**src/rtl/anf_fl_tex_etc_stream_decoder.sv**
```systemverilog
// Streaming ETC1 4x4 block decoder: one block in, 16 RGBA8 texels out over 16/LANES beats.
// Optional EAC alpha decode is enabled by defining ANF_FL_TEX_EAC_ALPHA_EN (s_data becomes 128 bits).
module anf_fl_tex_etc_stream_decoder #(
    parameter int unsigned LANES = 4,
    parameter int unsigned TAG_W = 8
) (
    input  logic                  clk,
    input  logic                  rst_n,
    input  logic                  s_valid,
    output logic                  s_ready,
`ifdef ANF_FL_TEX_EAC_ALPHA_EN
    input  logic [127:0]          s_data,
`else
    input  logic [63:0]           s_data,
`endif
    input  logic [TAG_W-1:0]      s_tag,
    output logic                  m_valid,
    input  logic                  m_ready,
    output logic [LANES*32-1:0]   m_rgba,
    output logic [3:0]            m_beat,
    output logic                  m_last,
    output logic                  m_etc2,
    output logic [TAG_W-1:0]      m_tag
);

    localparam int unsigned BEATS = 16 / LANES;
`ifdef ANF_FL_TEX_EAC_ALPHA_EN
    localparam int unsigned DATA_W = 128;
`else
    localparam int unsigned DATA_W = 64;
`endif

    typedef enum logic [1:0] {
        ST_IDLE,
        ST_BASE,
        ST_EMIT
    } state_e;

    localparam logic [7:0] ETC_A [8] = '{8'd2, 8'd5, 8'd9, 8'd13, 8'd18, 8'd24, 8'd33, 8'd47};
    localparam logic [7:0] ETC_B [8] = '{8'd8, 8'd17, 8'd29, 8'd42, 8'd60, 8'd80, 8'd106, 8'd183};

`ifdef ANF_FL_TEX_EAC_ALPHA_EN
    localparam logic signed [4:0] EAC_TBL [16][8] = '{
        '{-5'sd3, -5'sd6, -5'sd9, -5'sd15, 5'sd2, 5'sd5, 5'sd8, 5'sd14},
        '{-5'sd3, -5'sd7, -5'sd10, -5'sd13, 5'sd2, 5'sd6, 5'sd9, 5'sd12},
        '{-5'sd2, -5'sd5, -5'sd8, -5'sd13, 5'sd1, 5'sd4, 5'sd7, 5'sd12},
        '{-5'sd2, -5'sd4, -5'sd6, -5'sd13, 5'sd1, 5'sd3, 5'sd5, 5'sd12},
        '{-5'sd3, -5'sd6, -5'sd8, -5'sd12, 5'sd2, 5'sd5, 5'sd7, 5'sd11},
        '{-5'sd3, -5'sd7, -5'sd9, -5'sd11, 5'sd2, 5'sd6, 5'sd8, 5'sd10},
        '{-5'sd4, -5'sd7, -5'sd8, -5'sd11, 5'sd3, 5'sd6, 5'sd7, 5'sd10},
        '{-5'sd3, -5'sd5, -5'sd8, -5'sd11, 5'sd2, 5'sd4, 5'sd7, 5'sd10},
        '{-5'sd2, -5'sd6, -5'sd8, -5'sd10, 5'sd1, 5'sd5, 5'sd7, 5'sd9},
        '{-5'sd2, -5'sd5, -5'sd8, -5'sd10, 5'sd1, 5'sd4, 5'sd7, 5'sd9},
        '{-5'sd2, -5'sd4, -5'sd8, -5'sd10, 5'sd1, 5'sd3, 5'sd7, 5'sd9},
        '{-5'sd2, -5'sd5, -5'sd7, -5'sd10, 5'sd1, 5'sd4, 5'sd6, 5'sd9},
        '{-5'sd3, -5'sd4, -5'sd7, -5'sd10, 5'sd2, 5'sd3, 5'sd6, 5'sd9},
        '{-5'sd1, -5'sd2, -5'sd3, -5'sd10, 5'sd0, 5'sd1, 5'sd2, 5'sd9},
        '{-5'sd4, -5'sd6, -5'sd8, -5'sd9, 5'sd3, 5'sd5, 5'sd7, 5'sd8},
        '{-5'sd3, -5'sd5, -5'sd7, -5'sd9, 5'sd2, 5'sd4, 5'sd6, 5'sd8}
    };
`endif

    state_e              state_q, state_d;
    logic [3:0]          beat_q, beat_d;
    logic [DATA_W-1:0]   blk_q, blk_d;
    logic [TAG_W-1:0]    tag_in_q, tag_in_d;
    logic [TAG_W-1:0]    tag_q, tag_d;
    logic [2:0][7:0]     base1_q, base1_d;
    logic [2:0][7:0]     base2_q, base2_d;
    logic [2:0]          cw1_q, cw1_d;
    logic [2:0]          cw2_q, cw2_d;
    logic                flip_q, flip_d;
    logic [31:0]         idx_q, idx_d;
    logic                etc2_q, etc2_d;
`ifdef ANF_FL_TEX_EAC_ALPHA_EN
    logic [7:0]          a_base_q, a_base_d;
    logic [3:0]          a_mult_q, a_mult_d;
    logic [3:0]          a_tbl_q, a_tbl_d;
    logic [47:0]         a_idx_q, a_idx_d;
`endif

    logic                beat_last;
    logic                accept;
    logic [2:0][7:0]     calc_base1;
    logic [2:0][7:0]     calc_base2;
    logic                calc_esc;

    assign beat_last = (beat_q == 4'(BEATS - 1));
    assign s_ready   = (state_q == ST_IDLE) || ((state_q == ST_EMIT) && m_ready && beat_last);
    assign accept    = s_valid && s_ready;

    // Base colours of both subblocks; index 2 is R, 1 is G, 0 is B.
    always_comb begin
        logic [4:0] c1;
        logic [2:0] d3;
        logic [6:0] sum;
        logic [3:0] i1;
        logic [3:0] i2;
        calc_base1 = '0;
        calc_base2 = '0;
        calc_esc   = 1'b0;
        c1  = '0;
        d3  = '0;
        sum = '0;
        i1  = '0;
        i2  = '0;
        for (int ch = 0; ch < 3; ch++) begin
            c1  = blk_q[47 + 8*ch -: 5];
            d3  = blk_q[42 + 8*ch -: 3];
            i1  = blk_q[47 + 8*ch -: 4];
            i2  = blk_q[43 + 8*ch -: 4];
            // Out-of-range 5-bit sums show up as bit 6 (negative) or bit 5 (>31).
            sum = {2'b00, c1} + {{4{d3[2]}}, d3};
            if (blk_q[33]) begin
                calc_base1[ch] = {c1, c1[4:2]};
                calc_base2[ch] = {sum[4:0], sum[4:2]};
                calc_esc       = calc_esc | sum[6] | sum[5];
            end else begin
                calc_base1[ch] = {i1, i1};
                calc_base2[ch] = {i2, i2};
            end
        end
    end

    function automatic logic [7:0] clamp8(input logic signed [9:0] v);
        if (v < 10'sd0) begin
            return 8'd0;
        end
        if (v > 10'sd255) begin
            return 8'hFF;
        end
        return v[7:0];
    endfunction

    // Decode raster texel t from the registered block state.
    function automatic logic [31:0] texel(input logic [3:0] t);
        logic [3:0]        p;
        logic              sub2;
        logic [2:0]        cw;
        logic [2:0][7:0]   base;
        logic [7:0]        mag;
        logic signed [9:0] mod;
        logic [7:0]        r;
        logic [7:0]        g;
        logic [7:0]        b;
        logic [7:0]        a;
`ifdef ANF_FL_TEX_EAC_ALPHA_EN
        logic [2:0]        ai;
        logic signed [9:0] am;
`endif
        p    = {t[1:0], t[3:2]};
        sub2 = flip_q ? t[3] : t[1];
        cw   = sub2 ? cw2_q : cw1_q;
        base = sub2 ? base2_q : base1_q;
        mag  = idx_q[{1'b0, p}] ? ETC_B[cw] : ETC_A[cw];
        mod  = idx_q[{1'b1, p}] ? -$signed({2'b00, mag}) : $signed({2'b00, mag});
        r    = clamp8($signed({2'b00, base[2]}) + mod);
        g    = clamp8($signed({2'b00, base[1]}) + mod);
        b    = clamp8($signed({2'b00, base[0]}) + mod);
        if (etc2_q) begin
            r = 8'd0;
            g = 8'd0;
            b = 8'd0;
        end
`ifdef ANF_FL_TEX_EAC_ALPHA_EN
        ai = a_idx_q[47 - 3*int'(p) -: 3];
        am = 10'(EAC_TBL[a_tbl_q][ai]) * $signed({6'b000000, a_mult_q});
        a  = clamp8($signed({2'b00, a_base_q}) + am);
`else
        a  = 8'hFF;
`endif
        return {r, g, b, a};
    endfunction

    // Lane L of beat k carries raster texel k*LANES+L.
    always_comb begin
        m_rgba = '0;
        if (state_q == ST_EMIT) begin
            for (int l = 0; l < int'(LANES); l++) begin
                m_rgba[32*l +: 32] = texel(4'(int'(beat_q) * int'(LANES) + l));
            end
        end
    end

    assign m_valid = (state_q == ST_EMIT);
    assign m_last  = (state_q == ST_EMIT) && beat_last;
    assign m_etc2  = (state_q == ST_EMIT) && etc2_q;
    assign m_beat  = 4'(int'(beat_q) * int'(LANES));
    assign m_tag   = tag_q;

    always_comb begin
        state_d  = state_q;
        beat_d   = beat_q;
        blk_d    = blk_q;
        tag_in_d = tag_in_q;
        tag_d    = tag_q;
        base1_d  = base1_q;
        base2_d  = base2_q;
        cw1_d    = cw1_q;
        cw2_d    = cw2_q;
        flip_d   = flip_q;
        idx_d    = idx_q;
        etc2_d   = etc2_q;
`ifdef ANF_FL_TEX_EAC_ALPHA_EN
        a_base_d = a_base_q;
        a_mult_d = a_mult_q;
        a_tbl_d  = a_tbl_q;
        a_idx_d  = a_idx_q;
`endif
        if (accept) begin
            blk_d    = s_data;
            tag_in_d = s_tag;
        end
        case (state_q)
            ST_IDLE: begin
                if (accept) begin
                    state_d = ST_BASE;
                end
            end
            ST_BASE: begin
                base1_d = calc_base1;
                base2_d = calc_base2;
                cw1_d   = blk_q[39:37];
                cw2_d   = blk_q[36:34];
                flip_d  = blk_q[32];
                idx_d   = blk_q[31:0];
                etc2_d  = calc_esc;
                tag_d   = tag_in_q;
`ifdef ANF_FL_TEX_EAC_ALPHA_EN
                a_base_d = blk_q[127:120];
                a_mult_d = blk_q[119:116];
                a_tbl_d  = blk_q[115:112];
                a_idx_d  = blk_q[111:64];
`endif
                beat_d  = 4'd0;
                state_d = ST_EMIT;
            end
            ST_EMIT: begin
                if (m_ready) begin
                    if (beat_last) begin
                        beat_d  = 4'd0;
                        state_d = accept ? ST_BASE : ST_IDLE;
                    end else begin
                        beat_d = beat_q + 4'd1;
                    end
                end
            end
            default: begin
                state_d = ST_IDLE;
            end
        endcase
    end

    always_ff @(posedge clk or negedge rst_n) begin
        if (!rst_n) begin
            state_q  <= ST_IDLE;
            beat_q   <= '0;
            blk_q    <= '0;
            tag_in_q <= '0;
            tag_q    <= '0;
            base1_q  <= '0;
            base2_q  <= '0;
            cw1_q    <= '0;
            cw2_q    <= '0;
            flip_q   <= 1'b0;
            idx_q    <= '0;
            etc2_q   <= 1'b0;
`ifdef ANF_FL_TEX_EAC_ALPHA_EN
            a_base_q <= '0;
            a_mult_q <= '0;
            a_tbl_q  <= '0;
            a_idx_q  <= '0;
`endif
        end else begin
            state_q  <= state_d;
            beat_q   <= beat_d;
            blk_q    <= blk_d;
            tag_in_q <= tag_in_d;
            tag_q    <= tag_d;
            base1_q  <= base1_d;
            base2_q  <= base2_d;
            cw1_q    <= cw1_d;
            cw2_q    <= cw2_d;
            flip_q   <= flip_d;
            idx_q    <= idx_d;
            etc2_q   <= etc2_d;
`ifdef ANF_FL_TEX_EAC_ALPHA_EN
            a_base_q <= a_base_d;
            a_mult_q <= a_mult_d;
            a_tbl_q  <= a_tbl_d;
            a_idx_q  <= a_idx_d;
`endif
        end
    end

endmodule

```
**config.mk**
```make
export PLATFORM = sky130hd
export DESIGN_NAME = anf_fl_tex_etc_stream_decoder
export DESIGN_NICKNAME = d
export VERILOG_FILES = /design/src/rtl/anf_fl_tex_etc_stream_decoder.sv
export SDC_FILE = /design/constraint.sdc
export NUM_CORES = 1
export LEC_CHECK = 0
export CAP_MARGIN = 10
export CORE_ASPECT_RATIO = 1.2
export CORE_MARGIN = 3
export CORE_UTILIZATION = 45
export CTS_CLUSTER_DIAMETER = 30
export DETAILED_ROUTE_END_ITERATION = 7
export PLACE_DENSITY = 0.68
export SETUP_SLACK_MARGIN = 0.5
export SLEW_MARGIN = 20
export SYNTH_ARGS = -nofsm -noshare
export SYNTH_HDL_FRONTEND = slang
export SYNTH_SLANG_ARGS = --single-unit
```
**constraint.sdc**
```tcl
create_clock -name clk -period 17.6 [get_ports clk]
set_input_delay 3.52 -clock clk [delete_from_list [all_inputs] [get_ports clk]]
set_output_delay 3.52 -clock clk [all_outputs]
set_load 0.005 [all_outputs]
```
==> impl_results.md, run 1 <==
* Number of max-cap violations at 0
* Critical Path Fanout Max at 31
* Met3 routed WL at 2160 um
* Core Box Area at 34100 sq um
* Register bit count reported by yosys at 174
* CP Capture Type: output port
* Final HPWL DP at 37000 um
* Crit path kind: flop to output port
* Cells after synthesis at 1846
* Headroom to the max-slew limit at 32.6%
* Post-synthesis cell type count at 94
* Sum of buffers and inverters on the critical path at 3
* Drt total wl at 46300 um
* Fillcell total at 3208
* GRT Total Usage at 24.7%
* Crit-path max cell delay at 0.75 ns
* Vias per cell at 5.53
* DRT iter0 DRCs at 847
* Antenna Nets Post-Route at 0
* Fin. Hold Viols at 0
* Largest net degree at the start of global routing at 85
* Final cell count without fillers at 2454
* Post-CTS resize count at 0
* Async SR Flop Fraction at 100%
* Fmax at 0.0926 GHz
* Grt total ovfl at 0
* First-pass GRT wire length at 72400 um
* RSZ-0062 raised after global routing: false
* Launching point of the worst reg2reg path: beat_q[1]
* Clk_lat worst skew at 0.43 ns
* Slowest stage cell on the critical path: dfrtp_2
* Clock-pin transition on the worst setup and hold timing paths at 0.07 ns
* Fin crit share at 61.4%
* Clock root cell: clkbuf_16
* Vias at 13600
* Hold-fix buffers, CTS at 0
* Hold_ws at 0.461 ns
* Hold Startpoint: tag_in_q[0]
* CP startpoint: beat_q[1]
* Fin area at 18400 sq um
* Startpoint types: flop
* M1 WL at 20100 um
* DRC Markers at 0
* Worst path top cell family by delay: compound AO/OA/AOI/OAI gates
* Fin crit period at 10.80 ns
* Seq/Total Area, Yosys at 27.9%
* Gpl congestion at 0.935
* Vias in the first global route at 13200
* Arrival time worst endpoint at 7.28 ns
* Cell breakdown of the critical path: nand2b_4 > mux2i_1 > ha_1 > nand2_1 > o21ai_1 > o221ai_2 > inv_2 > ha_1 > inv_1 > nor4b_2 > a311oi_1 > xor3_1 > or2_2 > o311ai_2 > a21oi_1 > mux2i_1 > nand3_1 > a211oi_1 > clkdlybuf4s50_1
* Status: finished clean
* Max Buffers Root-to-Sink at 2
* Num rows at 74
* Postcts setup bufs at 0
* Synthesized area at 15600 sq um
* Met2 wire length at 22400 um
* Chip width at 176 um
* CTS Sinks at 174
* P&R area growth vs syn at 18.4%
* Layout cell share with drive strength beyond 1 at 8.86%
* Drt pass-1 iters at 5
* Min-Delay Path Class: flop to flop
* H-tree depth at 4
* # setup viols final at 0
* Antenna fix cells at 0
* CTS tree: built
* EDFF count, synth at 0
* Max-slew violation count at 0
* WL per Instance at 18.9 um
* Placed Instances at 2422
* Die Height at 210 um
* Layout Nets at 2195
* DR top layer: met4
* Placed inst area at 17800 sq um
* Ys flop type: dfrtp_1
* Clock Skew at 0.0132 ns
* IO Count at 220
* Synth Area per Inst at 8.44 sq um
* Die area at 36900 sq um
* Starting density of the core at 45.7%
* CTS buffer count at 17
* Worst-Margin Slew at 1.01 ns
* Setup TNS Final at 0 ns
* Port Buffers at 217
* Synthesis Warnings at 0
* Worst EP required at 14.08 ns
* Initial antenna violation count at 0
-- placed cells by master (no fill, tap or decap), drive strengths merged, types with 14 or more instances in the layout --
| master | n |
|---|---|
| a211oi | 22 |
| a21boi | 46 |
| a21o | 42 |
| a21oi | 133 |
| a31oi | 15 |
| buf | 14 |
| clkbuf | 19 |
| clkdlybuf4s50 | 216 |
| dfrtp | 174 |
| fa | 15 |
| ha | 119 |
| inv | 118 |
| mux2 | 75 |
| mux2i | 49 |
| nand2 | 372 |
| nand2b | 15 |
| nand3 | 24 |
| nor2 | 97 |
| nor2b | 20 |
| nor3 | 18 |
| o21a | 18 |
| o21ai | 66 |
| o21bai | 18 |
| xnor2 | 82 |
| xor2 | 57 |
-- state kept, by name (all words and copies together), names as in the netlist --
| name | flops |
|---|---|
| m_tag | 8 |
| blk_q | 64 |
| tag_in_q | 8 |
| base1_q | 24 |
| beat_q | 4 |
| cw2_q | 3 |
| cw1_q | 3 |
| flip_q | 1 |
| state_q | 2 |
| base2_q | 24 |
| etc2_q | 1 |
| idx_q | 32 |
-- through the flow --
stage                     utilization [%]  worst slack (ns)
final                                54.1              6.80
after detailed placement             52.4              6.94
after global placement               52.4              7.05
after CTS                            54.1              6.42
after global routing                 54.1              6.03
after floorplan                         -              9.15
-- Yosys cell counts, types with 10 or more instances --
library cell | number | area share [%]
nor2b_1 | 20 | 0.80
a21oi_1 | 133 | 4.3
a21o_1 | 42 | 2.0
nor2_1 | 96 | 2.3
xnor2_1 | 82 | 4.6
a211oi_1 | 21 | 1.0
clkbuf_1 | 52 | 1.3
buf_4 | 37 | 1.8
and2_1 | 10 | 0.40
nand2b_1 | 14 | 0.56
dfrtp_1 | 174 | 28
mux2_2 | 75 | 5.4
o21bai_1 | 18 | 0.87
a31oi_1 | 15 | 0.60
nor3_1 | 15 | 0.48
xor2_1 | 55 | 3.1
nand2_1 | 372 | 9.0
nand3_1 | 23 | 0.74
o21ai_0 | 60 | 1.9
fa_1 | 15 | 1.9
buf_2 | 13 | 0.42
a21boi_0 | 44 | 2.1
mux2i_1 | 48 | 3.1
o31ai_1 | 11 | 0.53
o211ai_1 | 11 | 0.53
inv_1 | 111 | 2.7
o21a_1 | 18 | 0.87
ha_1 | 119 | 9.6
-- final timing paths --
check                              endpoint  slack (ns)  cells past startpoint
worst max-delay path            m_rgba[111]        6.80                     19
worst min-delay path               m_tag[0]        0.46                      2
min in group asynchronous        base1_q[8]        2.98                      1
worst min register to register     m_tag[0]        0.46                      2
worst max register to register    blk_q[54]       14.48                      7
max in group asynchronous         beat_q[1]       13.38                      2
-- layout make-up --
class	instances	area, sq um	share of cell area (%)
Inverter	114	428	2.32
Clock buffer	19	443	2.40
Multi-Input combinational cell	1448	10200	55.4
Timing Repair Buffer	230	2270	12.3
Tap cell	456	571	3.09
Sequential cell	174	4360	23.6
Clock inverter	13	154	0.834
-- per-layer routing --
| layer | vias to the layer above | track usage (%) |
|---|---|---|
| met3 | 77 | 2.91 |
| met1 | 6472 | 32.2 |
| met2 | 403 | 42.0 |
| li1 | 6622 | - |
| met5 | - | 0 |
| met4 | 0 | 9.40 |
-- kinds of logic (layout without fill, tap and decap cells) --
kind of cell               Yosys count  count (layout)  synth area share, %
adders and majority gates          139             139                 11.8
AOI/OAI and AO/OA                  433             433                 18.6
other                                1               2               0.0241
and+or+nand+nor                    599             599                 16.7
buffers and inverters              225             376                 6.61
DFF                                174             174                 27.9
muxes                              133             133                 9.89
xor gates and xnor gates           142             142                 8.36
-- worst min-delay path, cell delays in order, from the launching register on --
cell	delay, ns
dfrtp_1	0.34
nand2_1	0.05
nand2_1	0.05
Power of run 1 is not shown: default switching activity piles up to over one toggle a cycle in this logic, so the estimate is an artifact.
==> inputs of run 2 (changes only) <==
--- a/config.mk
+++ b/config.mk
@@ -11,7 +11,7 @@
 export CORE_UTILIZATION = 45
 export CTS_CLUSTER_DIAMETER = 30
 export DETAILED_ROUTE_END_ITERATION = 7
-export PLACE_DENSITY = 0.68
+export PLACE_DENSITY = 0.7
 export SETUP_SLACK_MARGIN = 0.5
 export SLEW_MARGIN = 20
 export SYNTH_ARGS = -nofsm -noshare
==> constraint.sdc (replaced) <==
create_clock -name clk -period 8.8 [get_ports clk]
set_input_delay 1.76 -clock clk [delete_from_list [all_inputs] [get_ports clk]]
set_output_delay 1.76 -clock clk [all_outputs]
set_load 0.005 [all_outputs]
==> run 2 against run 1 <==
Compared with the run above: sequential cell count did not move; non-clock buffer count rose by 15; cell count rose by 0.57%; utilization rose by 0.64 points; die area did not move; count of clock-buffer cells in the layout fell by 1; first-iteration DRC count rose by 17%; worst setup slack got worse by 6.0 ns; critical path type unchanged; largest cell class unchanged.
==> impl_results.md, run 2 (synthesis gave the netlist of run 1 again) <==
* Reg-to-reg endpoint: tag_in_q[1]
* P&R area growth vs syn at 19.8%
* CP Capture Type: output port
* Slowest stage cell on the critical path: clkdlybuf4s50_1
* Sum of buffers and inverters on the critical path at 5 (+2)
* Vias in the first global route at 13500 (+2.5%)
* Min-Delay Path Class: flop to flop
* Hold path cells at 2 (unchanged)
* Startpoint types: flop
* Fin crit period at 8.02 ns
* Grt total ovfl at 0 (unchanged)
* Top reg by flops: blk_q
* Reg-to-reg slack, setup at 5.71 ns (-8.77 ns)
* Clock root cell: clkbuf_16
* Worst path top cell family by delay: buffers and inverters
* GRT Total Usage at 24.1% (-0.62 points)
* Antenna Nets Post-Route at 0 (unchanged)
* Clock-pin transition on the worst setup and hold timing paths at 0.07 ns (about the same)
* DRT iter0 DRCs at 987 (+17%)
* H-tree depth at 4 (unchanged)
* Die Height at 210 um (unchanged)
* Launching point of the worst reg2reg path: beat_q[0]
* First-pass GRT wire length at 71600 um (-1.1%)
* Number of max-cap violations at 0 (unchanged)
* Critical Path Fanout Max at 30 (-3.2%)
* Fin crit share at 91.1%
* Gpl congestion at 0.986 (+5.5%)
* Clock Skew at 0.00902 ns (-0.00423 ns)
* Layout Nets at 2210 (+0.68%)
* R2R depth at 8 (+1)
* Top Registers: blk_q: 64 flops, idx_q: 32 flops
* Max-slew violation count at 0 (unchanged)
* Fin. Hold Viols at 0 (unchanged)
* RSZ-0062 raised after global routing: false
* Max reg flops at 64 (unchanged)
* CP startpoint: flip_q
* WL per Instance at 18.2 um (-3.3%)
* Headroom to the max-slew limit at 30.5% (-2.1 points)
* Clk_lat worst skew at 0.43 ns (about the same)
* Hold Startpoint: blk_q[26]
* CTS buffer count at 17 (unchanged)
* Chip width at 176 um (unchanged)
* Commonest non-fill, non-tap cell in the layout: nand2_1
* Fillcell total at 3174 (-1.1%)
* Setup TNS Final at 0 ns (unchanged)
* Fmax at 0.125 GHz
* Worst-Margin Slew at 1.03 ns (+0.0227 ns)
* Arrival time worst endpoint at 6.26 ns (-1.02 ns)
* Largest net degree at the start of global routing at 84 (-1.2%)
* DRC Markers at 0 (unchanged)
* Drt pass-1 iters at 5 (unchanged)
* Worst hold endpoint: idx_q[26]
* Core Box Area at 34100 sq um (unchanged)
* Num rows at 74 (unchanged)
* Worst EP required at 7.04 ns (-7.04 ns)
* Max Buffers Root-to-Sink at 2 (unchanged)
* IO Count at 220 (unchanged)
* Vias at 13600 (+0.27%)
* # setup viols final at 0 (unchanged)
* CTS tree: built
* Drt total wl at 45000 um (-2.7%)
* Initial antenna violation count at 0 (unchanged)
* Layout cell share with drive strength beyond 1 at 10.5% (+1.6 points)
* Crit-path max cell delay at 0.57 ns (-0.18 ns)
* CTS Sinks at 174 (unchanged)
* Most used cell, CP: buf_4
* Starting density of the core at 45.7% (unchanged)
* Cell breakdown of the critical path: buf_4 > nand2b_4 > buf_4 > mux2_2 > nand3_2 > o221ai_2 > buf_4 > inv_2 > ha_1 > nor2_1 > xnor2_1 > ha_1 > a21oi_1 > nor2_1 > nor4_1 > o41ai_4 > a211oi_1 > nor3_4 > xor2_2 > a211oi_1 > clkdlybuf4s50_1
* Vias per cell at 5.51 (-0.30%)
* Antenna fix cells at 0 (unchanged)
* Die area at 36900 sq um (unchanged)
* Port Buffers at 217 (unchanged)
* Status: finished clean
* Final HPWL DP at 35700 um (-3.3%)
* Crit path kind: flop to output port
* Most frequent cells in the layout: nand2_1, clkdlybuf4s50_1, dfrtp_1, a21oi_1, ha_1
==> run 2: cell types whose count changed in the layout (fill, tap and decap cells not counted), sizes merged <==
cell      before  now
clkbuf        19   18
inv          118  119
bufinv         2    3
buf           14   29
clkinv         6    3
clkinvlp       1    2
==> run 2: worst max path at each step <==
stage                        to  slack (ns)  depth (start not counted)
detailed placement  m_rgba[111]        0.79                         20
global route         m_rgba[84]        0.50                         21
global placement    m_rgba[111]        0.90                         20
floorplan           m_rgba[104]        2.11                         20
finish              m_rgba[107]        0.78                         21
CTS                  m_rgba[47]        0.51                         23
==> run 2: cell type report <==
class	instances	area, sq um	area share [%]
clock buffers	18	429	2.30
clock inverters	13	178	0.952
inverters	114	428	2.29
multi-input cells	1448	10300	55.3
flip-flops and latches	174	4360	23.3
well taps	456	571	3.06
repair buffers	245	2390	12.8
==> run 2: layer usage <==
layer	share of wire, %	GRT usage [%]
met2	48	40.3
met1	43	31.0
met5	0	0
met4	4.4	10.6
met3	4.3	3.40
==> run 2: worst min-delay path, cell delays in order, from the launching register on <==
cell and delay [ns]:
dfrtp_1 0.34, nand2_1 0.05, nand2_1 0.04
==> run 2: timing repair <==
action / CTS / global route
gates resized for setup: 4 / 22
hold buffers: 0 / 0
setup buffers: 0 / 7
endpoints found under the setup margin: 6 / 70
pin swaps: 0 / 3
==> run 2: stage by stage <==
stage                     area, sq um  util, %  cells  hold WS (ns)  worst slack (ns)
after floorplan                 15600        -   1847         0.435              2.11
final                           18700     54.8   2468         0.459             0.783
after CTS                       18500     54.4   2461         0.466             0.506
after global routing            18700     54.8   2468         0.486             0.501
after detailed placement        17900     52.5   2430         0.452             0.786
after global placement          17900     52.5   2430         0.444             0.900
Power of run 2 is left out for the same reason.
